### src/rtl/tag_scroll_display.sv
// Latches a 128-bit word and scrolls it, 4 hex digits at a time, across a
// 4-digit multiplexed active-low 7-segment display.
module tag_scroll_display #(
  parameter int unsigned REFRESH_DIV = 100000,
  parameter int unsigned SCROLL_DIV  = 200000000
) (
  input  logic         clk,
  input  logic         i_reset,
  input  logic [0:127] i_data,
  input  logic         i_load,
  input  logic         i_hold,
  output logic [3:0]   o_an,
  output logic [6:0]   o_seg,
  output logic         o_dp,
  output logic [2:0]   o_window,
  output logic         o_valid
);

  localparam int unsigned RW = $clog2(REFRESH_DIV);
  localparam int unsigned SW = $clog2(SCROLL_DIV);
  localparam logic [RW-1:0] REF_LAST = RW'(REFRESH_DIV - 1);
  localparam logic [SW-1:0] SCR_LAST = SW'(SCROLL_DIV - 1);

  logic [0:127]  r_data;
  logic [RW-1:0] r_ref;
  logic [SW-1:0] r_scroll;
  logic [1:0]    r_digit;
  logic [2:0]    r_win;
  logic          r_valid;

  logic [6:0]    w_base;
  logic [3:0]    w_nib;
  logic [6:0]    w_seg;

  // Bit 0 of the word is its MSB, so the lowest index of each slice is the nibble MSB.
  assign w_base  = {r_win, 4'b0000} + {3'b000, 2'd3 - r_digit, 2'b00};
  assign w_nib   = r_data[w_base +: 4];
  assign o_valid = r_valid;

  always_comb begin
    w_seg = '1;
    case (w_nib)
      4'h0: w_seg = 7'b0000001;
      4'h1: w_seg = 7'b1001111;
      4'h2: w_seg = 7'b0010010;
      4'h3: w_seg = 7'b0000110;
      4'h4: w_seg = 7'b1001100;
      4'h5: w_seg = 7'b0100100;
      4'h6: w_seg = 7'b0100000;
      4'h7: w_seg = 7'b0001111;
      4'h8: w_seg = 7'b0000000;
      4'h9: w_seg = 7'b0000100;
      4'hA: w_seg = 7'b0001000;
      4'hB: w_seg = 7'b1100000;
      4'hC: w_seg = 7'b0110001;
      4'hD: w_seg = 7'b1000010;
      4'hE: w_seg = 7'b0110000;
      4'hF: w_seg = 7'b0111000;
      default: w_seg = '1;
    endcase
  end

  always_ff @(posedge clk or posedge i_reset) begin
    if (i_reset) begin
      r_ref   <= '0;
      r_digit <= '0;
    end else if (r_ref == REF_LAST) begin
      r_ref   <= '0;
      r_digit <= r_digit + 2'd1;
    end else begin
      r_ref   <= r_ref + 1'b1;
    end
  end

  always_ff @(posedge clk or posedge i_reset) begin
    if (i_reset) begin
      r_data   <= '0;
      r_valid  <= 1'b0;
      r_win    <= '0;
      r_scroll <= '0;
    end else if (i_load) begin
      r_data   <= i_data;
      r_valid  <= 1'b1;
      r_win    <= '0;
      r_scroll <= '0;
    end else if (r_valid && !i_hold) begin
      if (r_scroll == SCR_LAST) begin
        r_scroll <= '0;
        r_win    <= r_win + 3'd1;
      end else begin
        r_scroll <= r_scroll + 1'b1;
      end
    end
  end

  // Anode and segment registers share one edge so a digit never shows its neighbour's pattern.
  always_ff @(posedge clk or posedge i_reset) begin
    if (i_reset) begin
      o_an     <= '1;
      o_seg    <= '1;
      o_dp     <= 1'b1;
      o_window <= '0;
    end else begin
      o_an     <= r_valid ? ~(4'b0001 << r_digit) : 4'b1111;
      o_seg    <= r_valid ? w_seg : 7'b1111111;
      o_dp     <= ~(r_valid && (r_digit == 2'd0) && (r_win == 3'd0));
      o_window <= r_win;
    end
  end

endmodule

### config.mk
export PLATFORM = sky130hd
export DESIGN_NAME = tag_scroll_display
export DESIGN_NICKNAME = d
export VERILOG_FILES = /design/src/rtl/tag_scroll_display.sv
export SDC_FILE = /design/constraint.sdc
export NUM_CORES = 1
export LEC_CHECK = 0
export ABC_AREA = 0
export CAP_MARGIN = 20
export CELL_PAD_IN_SITES_DETAIL_PLACEMENT = 0
export CELL_PAD_IN_SITES_GLOBAL_PLACEMENT = 2
export CORE_MARGIN = 2
export CORE_UTILIZATION = 37
export DETAILED_ROUTE_END_ITERATION = 6
export PLACE_DENSITY_LB_ADDON = 0.1
export SYNTH_ARGS = -nofsm -noshare
export SYNTH_HDL_FRONTEND = slang
export SYNTH_SLANG_ARGS = --single-unit
### constraint.sdc
create_clock -name clk -period 8.22 [get_ports clk]
set_clock_uncertainty 0.05 [all_clocks]
set_input_delay 1.644 -clock clk [delete_from_list [all_inputs] [get_ports clk]]
set_output_delay 1.644 -clock clk [all_outputs]
set_load 0.02 [all_outputs]
==> run summary, run 1 <==
The flow ran to the end, and the final reports show no timing, DRC or antenna violations. The number of cells traversed by the worst hold path is 1. After Yosys synthesis, XOR and XNOR cells account for 3.62% of the synthesized area. The floorplan step defined a die boundary enclosing approximately 25000 µm². The final routed wire length divided by cell count is between 15 and 20 µm. The clock-pin slew of the registers on the worst-case setup and hold paths came out at about 0.070 ns.

For this design the top-level I/O count stands at ~150. The fraction of registers with async set/reset came out at 100%. The count of buffers inserted at the top-level ports came out at 147. The worst setup path is captured at a flop. The final critical-path share of the clock period came out at about 45%. The per-instance average area after synthesis came out at 13.2 µm². The number of DRC violations after detailed-routing iteration 0 came out at 330. The leakage power figure came out at between 4 and 5 nW.

The critical path in this run is classified as flop to flop. The number of vias after detailed routing came out at slightly below 6k. The sequential share of the synthesized area is ~54%. The via count of the first global-routing pass came to 6312. Setup total negative slack on the finished layout was measured at 0 ns. The worst max-slew margin expressed relative to the limit came out at about 29%. The number of antenna violations at the first check in global routing is 0. The clock passes through at most 2 buffers. The met3 wirelength from detailed routing is 915 µm. Setup violations remaining at the end of the flow were counted as 0. The worst hold path belongs to the class flop to flop. The power density over cell area came out at 202 nW/µm². The routability congestion estimate from global placement is 0.822.

The final cell count without fillers came out at 1148. The die is ~160 µm wide. The total nets after synthesis came out at around 820.

The pin slew with the least headroom to its limit came out at ~1.1 ns. The highest metal layer used by the detailed router is met4. The count of state elements after synthesis is 194. For this run, design rule violations remaining after detail routing come to 0. The total congestion overflow came out at 0.

The final number of hold-violating endpoints was 0. The sink count of the clock tree came out at roughly 190. At the end of the flow, the number of nets in the layout was 964. The floorplan has 56 rows. The first global-routing pass estimated about 34000 µm of wire.

The count of final max-slew check failures was 0. The cell count after synthesis is between 600 and 700. The number of cells upsized or downsized after cts is 0. The worst path in the final design needs a cycle of 3.67 ns, including I/O delays and setup.

The endpoint of the worst register-to-register path is o_seg[3]. The startpoint identified for the worst register-to-register timing path is r_digit[0]. CTS built an H-tree with a depth of 4.

After synthesis, the largest family of logic cells by area is multiplexers. The post-synthesis adder-cell area fraction came out at 1.96%. The area overhead of the layout relative to synthesis is 26.2%. The number of antenna diodes is 0.

The data arrival time of the worst path is 3.95 ns. After detailed routing, the wire length on met1 is about 9800 µm. The quantity of hold-fixing buffers added after cts came out at 0. The mux share of post-synthesis cell area came out at 25.2%. The required arrival time at the worst endpoint is around 8.5 ns. TritonCTS built the clock tree.

The total placed cells including tap cells came out at around 1.1k. Setup repair after global routing left no endpoint under its margin. The floorplan step set the die height to 160 µm. The worst min-delay path endpoint is r_ref[4]. The fraction of layout instances using a drive strength above 1 came out at between 20% and 30%.

The global-route total usage across every layer came out at between 15 and 20%. The compound-gate portion of the synthesized area is under 10%. The Yosys step of the flow raised 0 warnings. The simple-gate share of the synthesized area is 9.10%. The peak supply drop came out at 118 µV. Entering global routing, the biggest net connects about 110 pins. The total length of routed met2 wires came out at around 10000 µm. The total iterations of the first detailed-routing run is 6. For this configuration, the core starts out at a cell density of a little under two fifths. The mapped netlist covers 8950 µm². The core region area is approximately 24000 µm².

The worst setup path is launched from a flop. The logic depth of the worst register-to-register path is 10. The cell sitting at the root of the clock tree is a sky130_fd_sc_hd__clkbuf_16. The tool flagged a number of max-cap violations equal to 0. The count of nets left with antenna violations after detail routing is 0. In this run the most critical hold path is launched from r_ref[4]. The count of unique library cells instantiated by Yosys came out at 51.

The synthesized design spends more area on one cell type than any other, namely sky130_fd_sc_hd__dfrtp_1. Timing would allow up to between 200 and 300 MHz. The primary flip-flop cell chosen by synthesis mapping is sky130_fd_sc_hd__dfrtp_1. Yosys attributes the largest share of cell area to sky130_fd_sc_hd__dfrtp_1, sky130_fd_sc_hd__mux2_2, sky130_fd_sc_hd__mux4_2, sky130_fd_sc_hd__dfstp_2, sky130_fd_sc_hd__xor2_1. The post-CTS repair timing setup buffer count is 0. The number of enable flip-flop cells after synthesis came out at 0. The total length of routed wires is roughly 21000 µm. The wire-length estimate of the detail-placed layout is 15000 µm. The clock latency reported for the late side of the worst-skew pair is between 0.4 and 0.5 ns. The worst-case register-to-register setup slack is 4.55 ns. The area share of the largest cell type after synthesis came out at 50.9%.

Along the worst path, the maximum fanout reaches 25. The total CTS buffers came out at 17. In the routed layout, each cell is associated on average with a via count of 5.10.
==> critical path, stage by stage (launching register included) <==
cell and delay [ns]:
sky130_fd_sc_hd__dfrtp_2 0.54, sky130_fd_sc_hd__buf_4 0.49, sky130_fd_sc_hd__mux4_2 0.59, sky130_fd_sc_hd__mux4_2 0.47, sky130_fd_sc_hd__and2_1 0.17, sky130_fd_sc_hd__a21oi_2 0.27
sky130_fd_sc_hd__ha_1 0.25, sky130_fd_sc_hd__inv_1 0.08, sky130_fd_sc_hd__nor3_1 0.31, sky130_fd_sc_hd__a211oi_1 0.09, sky130_fd_sc_hd__a41oi_1 0.23
==> power breakdown <==
group | total [W] | internal [W] | switching (W)
logic | 0.000399 | 0.000212 | 0.000187
registers | 0.00110 | 0.00105 | 0.0000442
clock network | 0.000790 | 0.000409 | 0.000381
==> cell families (layout without fill, tap and decap cells) <==
logic type	after synthesis	count (layout)
fa+ha+maj	14	14
xor+xnor	37	37
compound gates	47	47
buf+inv	41	194
mux	174	174
simple gates	169	169
flops	194	194
==> registers in the layout (all words and copies together) (netlist names) <==
name	flops
o_window	3
r_data	128
o_valid	1
r_scroll	28
r_win	3
o_seg	7
r_digit	2
r_ref	17
o_dp	1
o_an	4
==> layout by cell type, fill, tap and decap left out, drive strengths merged, types with 7 or more instances in the layout <==
master	instances
inv	17
nand3	21
mux2	129
o21ai	10
nand2	53
xor2	23
clkbuf	19
mux4	28
nor2	43
dfstp	12
a21oi	8
buf	7
clkdlybuf4s50	146
mux2i	17
dfrtp	182
a22oi	7
ha	14
nand4	8
xnor2	14
==> cells in the mapped netlist (4+ instances only) <==
cell type	number
sky130_fd_sc_hd__and2_1	6
sky130_fd_sc_hd__xnor2_1	14
sky130_fd_sc_hd__nand4_1	8
sky130_fd_sc_hd__a21oi_1	7
sky130_fd_sc_hd__a22oi_1	7
sky130_fd_sc_hd__mux2_2	129
sky130_fd_sc_hd__dfrtp_1	182
sky130_fd_sc_hd__nor2_1	43
sky130_fd_sc_hd__buf_2	6
sky130_fd_sc_hd__inv_1	10
sky130_fd_sc_hd__ha_1	14
sky130_fd_sc_hd__mux2i_1	17
sky130_fd_sc_hd__a211oi_1	4
sky130_fd_sc_hd__dfstp_2	12
sky130_fd_sc_hd__nand3_1	21
sky130_fd_sc_hd__buf_1	5
sky130_fd_sc_hd__o21ai_0	7
sky130_fd_sc_hd__mux4_2	28
sky130_fd_sc_hd__clkbuf_1	15
sky130_fd_sc_hd__nand2_1	52
sky130_fd_sc_hd__or3_1	4
sky130_fd_sc_hd__nor3_1	6
sky130_fd_sc_hd__nor2b_1	6
sky130_fd_sc_hd__and3_1	5
sky130_fd_sc_hd__xor2_1	23
==> cell type report <==
| type | count | area (µm²) |
|---|---|---|
| inverters | 11 | 48.8 |
| clock inverters | 11 | 96.3 |
| flip-flops and latches | 194 | 4870 |
| well taps | 319 | 399 |
| clock buffers | 19 | 453 |
| multi-input cells | 441 | 3890 |
| repair buffers | 153 | 1530 |
| fillers | 2124 | 12300 |
==> worst max path at each step <==
stage,start,endpoint,slack [ns],depth (start not counted)
floorplan,i_reset,o_valid,1.26,1
global placement,i_reset,r_digit[1],4.21,3
detailed placement,i_reset,r_digit[0],4.11,3
CTS,r_digit[0],o_seg[3],4.54,10
global route,r_digit[0],o_seg[3],4.29,10
finish,r_digit[0],o_seg[3],4.55,10
==> per-stage QoR <==
stage               setup slack, ns  total power, W  area, µm²  util, %  hold slack, ns
floorplan                      1.26         0.00134       8950        -           0.323
global placement               4.21         0.00150      10700     45.4           0.413
detailed placement             4.11         0.00152      10700     45.4           0.415
CTS                            4.54         0.00232      11300     47.7           0.431
global route                   4.29         0.00239      11300     47.8           0.459
finish                         4.55         0.00228      11300     47.8           0.432
==> per-layer routing <==
layer,vias to the layer above,global-route usage [%]
met5,-,0
met4,0,4.13
met3,14,4.32
met2,130,28.4
met1,3005,23.4
li1,2707,-
No activity file was read; power rests on OpenSTA's default activity.
==> run 2, diff against run 1 <==
--- a/config.mk
+++ b/config.mk
@@ -10,7 +10,7 @@
 export CELL_PAD_IN_SITES_DETAIL_PLACEMENT = 0
 export CELL_PAD_IN_SITES_GLOBAL_PLACEMENT = 2
 export CORE_MARGIN = 2
-export CORE_UTILIZATION = 37
+export CORE_UTILIZATION = 33
 export DETAILED_ROUTE_END_ITERATION = 6
 export PLACE_DENSITY_LB_ADDON = 0.1
 export SYNTH_ARGS = -nofsm -noshare
==> constraint.sdc (replaced) <==
create_clock -name clk -period 3.3 [get_ports clk]
set_clock_uncertainty 0.05 [all_clocks]
set_input_delay 0.66 -clock clk [delete_from_list [all_inputs] [get_ports clk]]
set_output_delay 0.66 -clock clk [all_outputs]
set_load 0.02 [all_outputs]
==> run 2 against run 1 <==
Effect of this change: largest cell class unchanged; critical path type unchanged; routed wire length increased by 7.1%; hold slack better by 0.00053 ns; flip-flop and latch count unchanged; clock power grew to 2.7 times the previous value; sequential power grew 150%; sequential share of layout area decreased by 0.57 points; maximum frequency grew 20%; first-iteration DRC count is 3.0% higher; design area rose by 1.4%; worst setup slack got worse by 4.3 ns; non-clock buffer count rose by 9; utilization is 5.1 points lower.
==> run summary, run 2 (synthesis results as in run 1) <==
The number of vias after detailed routing came out at 5867 (+0.19%). The power density over cell area is 511 nW/µm² (+150%). The final routed wire length divided by cell count came out at 19.4 µm (+4.1%). The placed standard-cell area is 10900 µm² (+1.3%). The clock-pin slew of the registers on the worst-case setup and hold paths came out at 0.08 ns (about the same). The number of flip-flops under the largest register name came out at 128 (unchanged). The global-route wire length before repair came out at 36800 µm (+6.9%). The post-placement worst setup slack came out at 0.185 ns (-3.93 ns). The finished layout cell area came out at 11500 µm² (+1.4%). The final critical-path required period is 3.05 ns (-0.611 ns).

Clock tree synthesis selected as its root buffer the cell sky130_fd_sc_hd__clkbuf_16. The routability congestion estimate from global placement is 0.809 (-1.6%). The worst setup path is of the flop to flop kind. The worst max-slew margin expressed relative to the limit came out at 46.1% (+17 points). The number of rows in the core area is 60 (+7.1%). The post-CTS repair timing setup buffer count is 0 (unchanged). The pin slew with the least headroom to its limit is 0.809 ns (-0.261 ns). The total iterations of the first detailed-routing run came out at 4 (-2). The worst hold path terminates at r_ref[4]. The maximum clock path buffer count came out at 2 (unchanged).

The number of cells traversed by the worst hold path is 1 (unchanged). The x dimension of the die came out at 169 µm (+5.7%). The final number of hold-violating endpoints came out at 0 (unchanged). The total CTS buffers is 17 (unchanged).

The number of nets at the end of the flow is 973 (+0.93%). TritonCTS built the clock tree. The final critical-path share of the clock period came out at 92.6% (+48 points). The count of nets left with antenna violations after detail routing is 0 (unchanged).

The peak supply drop came to 330 µV (+180%). The required arrival time at the worst endpoint came out at 3.60 ns (-4.91 ns). The count of final max-slew check failures came out at 0 (unchanged). The logic depth of the worst register-to-register path is 9 (-1). The fraction of layout instances using a drive strength above 1 is 26.8% (+0.85 points). The post-route DRC violation count came out at 0 (unchanged). The max-capacitance violation count came to 0 (unchanged). The critical register-to-register path startpoint is r_digit[0]. The worst setup path is captured at a flop. The data arrival time of the worst path came out at 3.36 ns (-0.59 ns). The final worst slack came out at 0.246 ns (-4.31 ns).

The area overhead of the layout relative to synthesis is 28.0%. Setup repair after global routing left no endpoint under its margin. The startpoint identified for the worst hold timing path is r_ref[4]. The leakage power figure came to 4.64 nW (+1.7%). The largest registers in the layout are r_data: 128 flops, r_scroll: 28 flops, r_ref: 17 flops. The largest fanout of any net on the critical path came to 12 (-52%). The die boundary height is 169 µm (+5.7%).

The worst register-to-register path ends at o_seg[3]. The number of antenna diodes came out at 0 (unchanged). The number of top-level design ports is 148 (unchanged). The sum of negative setup slack was 0 ns (unchanged). The via count of the first global-routing pass came to 6364 (+0.82%). The number of vias per cell after detailed routing was 4.97 (-2.6%). The initial core utilization is 33.4% (-4.5 points).

The total length of routed wires is 22900 µm (+7.1%). The library cell used most frequently in the layout, excluding fill and tap cells, is sky130_fd_sc_hd__dfrtp_1. The global-route total usage across every layer is 16.9% (-0.45 points). The final count of negative-setup-slack endpoints was 0 (unchanged). The run finished with clean final reports. The core region area came to 26800 µm² (+14%). The number of antenna violations at the first check in global routing came out at 0 (unchanged). The HPWL after detailed placement came out at 16600 µm (+11%). The worst-case register-to-register setup slack was 0.25 ns (-4.31 ns). r_data holds more flip-flops than any other register. The sink count of the clock tree came to 194 (unchanged). The library cells used most frequently in the layout, excluding fill and tap cells, are sky130_fd_sc_hd__dfrtp_1, sky130_fd_sc_hd__clkdlybuf4s50_1, sky130_fd_sc_hd__mux2_2, sky130_fd_sc_hd__nand2_1, sky130_fd_sc_hd__nor2_1. The number of DRC violations after detailed-routing iteration 0 came out at 340 (+3.0%). The total die area is 28500 µm² (+12%).

The total congestion overflow is 0 (unchanged). The worst setup path is launched from a flop. The maximum frequency from static timing analysis came out at 327 MHz (+20%). The largest net degree at the start of global routing came out at 133 (+24%). The count of buffers inserted at the top-level ports came out at 147 (unchanged).

The type of the worst min-delay path is flop to flop. The H-tree level count came out at 4 (unchanged). The clock latency reported for the late side of the worst-skew pair came out at 0.43 ns (about the same).
[run 2: changes by cell type in the layout (fill, tap and decap cells not counted), sizes merged]
cell,change
clkbuf,-1
clkinv,+5
clkinvlp,-3
bufinv,+1
buf,+9
[run 2: where the power goes]
part           total (W)  switching (W)  internal, W
registers        0.00275       0.000130      0.00262
clock network    0.00210        0.00101      0.00109
logic            0.00100       0.000469     0.000534
[run 2: how the worst max path moves through the flow]
stage	depth (start not counted)	slack [ns]	endpoint	from
6_report	9	0.25	o_seg[3]	r_digit[0]
2_1_floorplan	1	0.1	o_valid	i_reset
5_1_grt	9	0.03	o_seg[3]	r_digit[0]
3_5_place_dp	9	0.19	o_seg[3]	r_digit[0]
4_1_cts	9	0.18	o_seg[3]	r_digit[0]
3_3_place_gp	9	0.35	o_seg[3]	r_digit[0]
[run 2: what timing repair did]
action	in CTS	in global routing
endpoints found under the setup margin	0	1
hold buffers	0	0
gates resized for setup	0	1
[run 2: per-stage QoR]
step	utilization [%]	power [W]	std cells	hold WS [ns]
floorplan	-	0.00333	676	0.323
global placement	40.5	0.00380	1149	0.413
detailed placement	40.5	0.00381	1149	0.416
CTS	42.7	0.00594	1181	0.432
global route	42.7	0.00616	1181	0.439
finish	42.7	0.00586	1181	0.432
[run 2: final cells by class]
class	count	area, µm²
Fill cell	2490	15300
Sequential cell	194	4870
Multi-Input combinational cell	441	3890
Timing Repair Buffer	162	1620
Clock buffer	18	429
Tap cell	341	427
Clock inverter	14	166
Inverter	11	45.0
[run 2: routing by layer]
layer	track usage [%]	share of wire [%]	vias up
li1	-	-	2737
met1	24.8	49	2982
met2	26.2	46	135
met3	3.69	3.9	13
met4	3.19	0.82	0
met5	0	0	-
[run 2: critical path, stage by stage, from the launching register on]
cell	delay (ns)
sky130_fd_sc_hd__dfrtp_4	0.56
sky130_fd_sc_hd__mux4_2	0.55
sky130_fd_sc_hd__mux4_2	0.46
sky130_fd_sc_hd__and2_1	0.18
sky130_fd_sc_hd__a21oi_2	0.25
sky130_fd_sc_hd__ha_1	0.27
sky130_fd_sc_hd__inv_1	0.09
sky130_fd_sc_hd__nor3_1	0.30
sky130_fd_sc_hd__a211oi_1	0.09
sky130_fd_sc_hd__a41oi_1	0.19
==> run 3, diff against run 2 <==
--- a/config.mk
+++ b/config.mk
@@ -12,6 +12,7 @@
 export CORE_MARGIN = 2
 export CORE_UTILIZATION = 33
 export DETAILED_ROUTE_END_ITERATION = 6
+export MAX_ROUTING_LAYER = met4
 export PLACE_DENSITY_LB_ADDON = 0.1
 export SYNTH_ARGS = -nofsm -noshare
 export SYNTH_HDL_FRONTEND = slang
==> run 3 against run 2 <==
Effect of this change: via count up 0.26%; maximum frequency is essentially flat; critical path depth is the same; global-route usage rose by 0.49 points; first-iteration DRC count is 4.4% lower.
==> run summary, run 3 (synthesis results as in run 1) <==
The worst setup path is captured at a flop. The die boundary height is 169 µm (unchanged). The end point of the critical path is o_seg[3]. The number of antenna diodes is 0 (unchanged). The final critical-path required period came out at 3.05 ns (-0.00241 ns). The run finished with clean final reports. The x dimension of the die is 169 µm (unchanged). The number of vias after detailed routing came out at 5882 (+0.26%). The routability congestion estimate from global placement is 0.820 (+1.5%). The HPWL after detailed placement came out at 16600 µm (unchanged). The register with the most flip-flops is r_data. The number of flip-flops under the largest register name was 128 (unchanged). The core region area was 26800 µm² (unchanged). The most critical setup path has its startpoint at r_digit[0]. The critical register-to-register path startpoint is r_digit[0]. Setup repair after global routing left no endpoint under its margin. The total internal power is 0.00424 W (about the same).

The path class of the tightest hold or removal check is flop to flop. The post-route DRC violation count came out at 0 (unchanged). The total iterations of the first detailed-routing run is 4 (unchanged). The final routed wire length divided by cell count was 19.4 µm (-0.12%). The clock-pin slew of the registers on the worst-case setup and hold paths came out at 0.08 ns (about the same). The data arrival time of the worst path came to 3.35 ns (about the same). The total congestion overflow is 0 (unchanged). The H-tree level count was 4 (unchanged).

The part of the total power dissipated in combinational logic is 17.1% (about the same). The total length of routed wires is 22900 µm (-0.12%). The worst-case register-to-register setup slack came out at 0.25 ns (about the same). The maximum frequency from static timing analysis is 328 MHz (about the same). The total die area came out at 28500 µm² (unchanged). The clock latency reported for the late side of the worst-skew pair is 0.43 ns (about the same). The net load switching power was 0.00161 W (about the same). The initial core utilization is 33.4% (unchanged). The number of nets at the end of the flow came out at 973 (unchanged). The worst hold margin is 0.429 ns (-0.00309 ns). The count of buffers inserted at the top-level ports is 147 (unchanged). The number of vias per cell after detailed routing is 4.98 (+0.26%). The sum of negative setup slack came out at 0 ns (unchanged). The via count of the first global-routing pass is 6350 (-0.22%). The total CTS buffers is 17 (unchanged). In the layout the commonest cells are sky130_fd_sc_hd__dfrtp_1, sky130_fd_sc_hd__clkdlybuf4s50_1, sky130_fd_sc_hd__mux2_2, sky130_fd_sc_hd__nand2_1, sky130_fd_sc_hd__nor2_1. The count of final max-slew check failures is 0 (unchanged). The fraction of layout instances using a drive strength above 1 came out at 26.8% (unchanged).

The clock root buffer is sky130_fd_sc_hd__clkbuf_16. The final count of negative-setup-slack endpoints was 0 (unchanged). The required arrival time at the worst endpoint is 3.60 ns (about the same). The max-capacitance violation count is 0 (unchanged). The number of top-level design ports is 148 (unchanged).

The pin slew with the least headroom to its limit came out at 0.778 ns (-0.0308 ns). The final critical-path share of the clock period is 92.5% (about the same). The number of DRC violations after detailed-routing iteration 0 is 325 (-4.4%). The final cell count without fillers was 1181 (unchanged). The area overhead of the layout relative to synthesis is 28.0% (unchanged). The worst max-slew margin expressed relative to the limit is 48.1% (+2.1 points). The layout filler cell count is 2490 (unchanged). The largest net degree at the start of global routing came out at 133 (unchanged). The total placed cells including tap cells came out at 1149 (unchanged). The post-CTS repair timing setup buffer count came out at 0 (unchanged). The leakage power figure is 4.64 nW (unchanged). The clock group share of total power is 35.9% (about the same). The number of rows in the core area was 60 (unchanged).

The fraction of power consumed by sequential logic is 47.0% (about the same). The logic depth of the worst register-to-register path is 9 (unchanged). In the final layout, the registers with the most flip-flops are r_data: 128 flops, r_scroll: 28 flops, r_ref: 17 flops. The global-route total usage across every layer came out at 17.4% (+0.49 points). The endpoint of the worst register-to-register path is o_seg[3]. The power density over cell area came out at 511 nW/µm² (about the same). The maximum clock path buffer count is 2 (unchanged). The overall power after layout came out at 0.00585 W (about the same). TritonCTS built the clock tree. The count of nets left with antenna violations after detail routing came out at 0 (unchanged). The fraction of power spent switching nets came out at 27.6% (about the same). The peak supply drop came to 329 µV (-0.31%). The worst setup path is of the flop to flop kind. The sink count of the clock tree came out at 194 (unchanged). The final number of hold-violating endpoints came to 0 (unchanged). The number of antenna violations at the first check in global routing is 0 (unchanged).

The largest fanout of any net on the critical path is 12 (unchanged). The global-route wire length before repair is 36800 µm (about the same). The worst setup path is launched from a flop.

The library cell used most frequently in the layout, excluding fill and tap cells, is sky130_fd_sc_hd__dfrtp_1.
-- run 3: cell counts in the layout (fill, tap and decap cells not counted) --
Identical to the previous run, type by type.
-- run 3: worst min-delay path by stage --
stage               startpoint     endpoint  slack (ns)  cells after the start
CTS                   r_ref[4]     r_ref[4]        0.43                      1
finish                r_ref[4]     r_ref[4]        0.43                      1
global placement      r_ref[4]     r_ref[4]        0.41                      1
detailed placement    r_ref[4]     r_ref[4]        0.42                      1
floorplan             r_win[2]  o_window[2]        0.32                      0
global route          r_ref[4]     r_ref[4]        0.44                      1
-- run 3: routing by layer --
layer | GRT usage (%) | vias up | routed length (µm)
li1 | - | 2732 | -
met1 | 24.8 | 3007 | 11200
met2 | 26.2 | 135 | 10600
met3 | 3.27 | 8 | 945
met4 | 3.52 | 0 | 153
met5 | - | - | 0
-- run 3: timing repair --
| item | CTS | global route |
|---|---|---|
| hold buffers | 0 | 0 |
| resized for setup | 0 | 1 |
| setup endpoints to repair | 0 | 1 |
-- run 3: power groups by stage --
stage	registers [W]	logic [W]	clock network, W
2_1_floorplan	0.00281	0.000527	0
3_3_place_gp	0.00281	0.000990	0
3_5_place_dp	0.00280	0.00101	0
4_1_cts	0.00276	0.00102	0.00217
5_1_grt	0.00278	0.00109	0.00229
6_report	0.00275	0.00100	0.00210
-- run 3: cell type report --
class	count	area, µm²	area share [%]
Sequential cell	194	4870	42.6
Multi-Input combinational cell	441	3890	34.0
Timing Repair Buffer	162	1620	14.1
Clock buffer	18	429	3.75
Tap cell	341	427	3.73
Clock inverter	14	166	1.45
Inverter	11	45.0	0.393
-- run 3: stage by stage --
step	setup WS, ns	utilization (%)	instance area, µm²
finish	0.248	42.7	11500
global route	0.0480	42.7	11500
CTS	0.178	42.7	11500
detailed placement	0.185	40.5	10900
global placement	0.354	40.5	10900
floorplan	0.0954	-	8950
-- run 3: worst max-delay path, cell delays in order, from the launching register on --
cell                       delay, ns
sky130_fd_sc_hd__dfrtp_4        0.56
sky130_fd_sc_hd__mux4_2         0.55
sky130_fd_sc_hd__mux4_2         0.46
sky130_fd_sc_hd__and2_1         0.17
sky130_fd_sc_hd__a21oi_2        0.24
sky130_fd_sc_hd__ha_1           0.27
sky130_fd_sc_hd__inv_1          0.09
sky130_fd_sc_hd__nor3_1         0.30
sky130_fd_sc_hd__a211oi_1       0.09
sky130_fd_sc_hd__a41oi_1        0.19
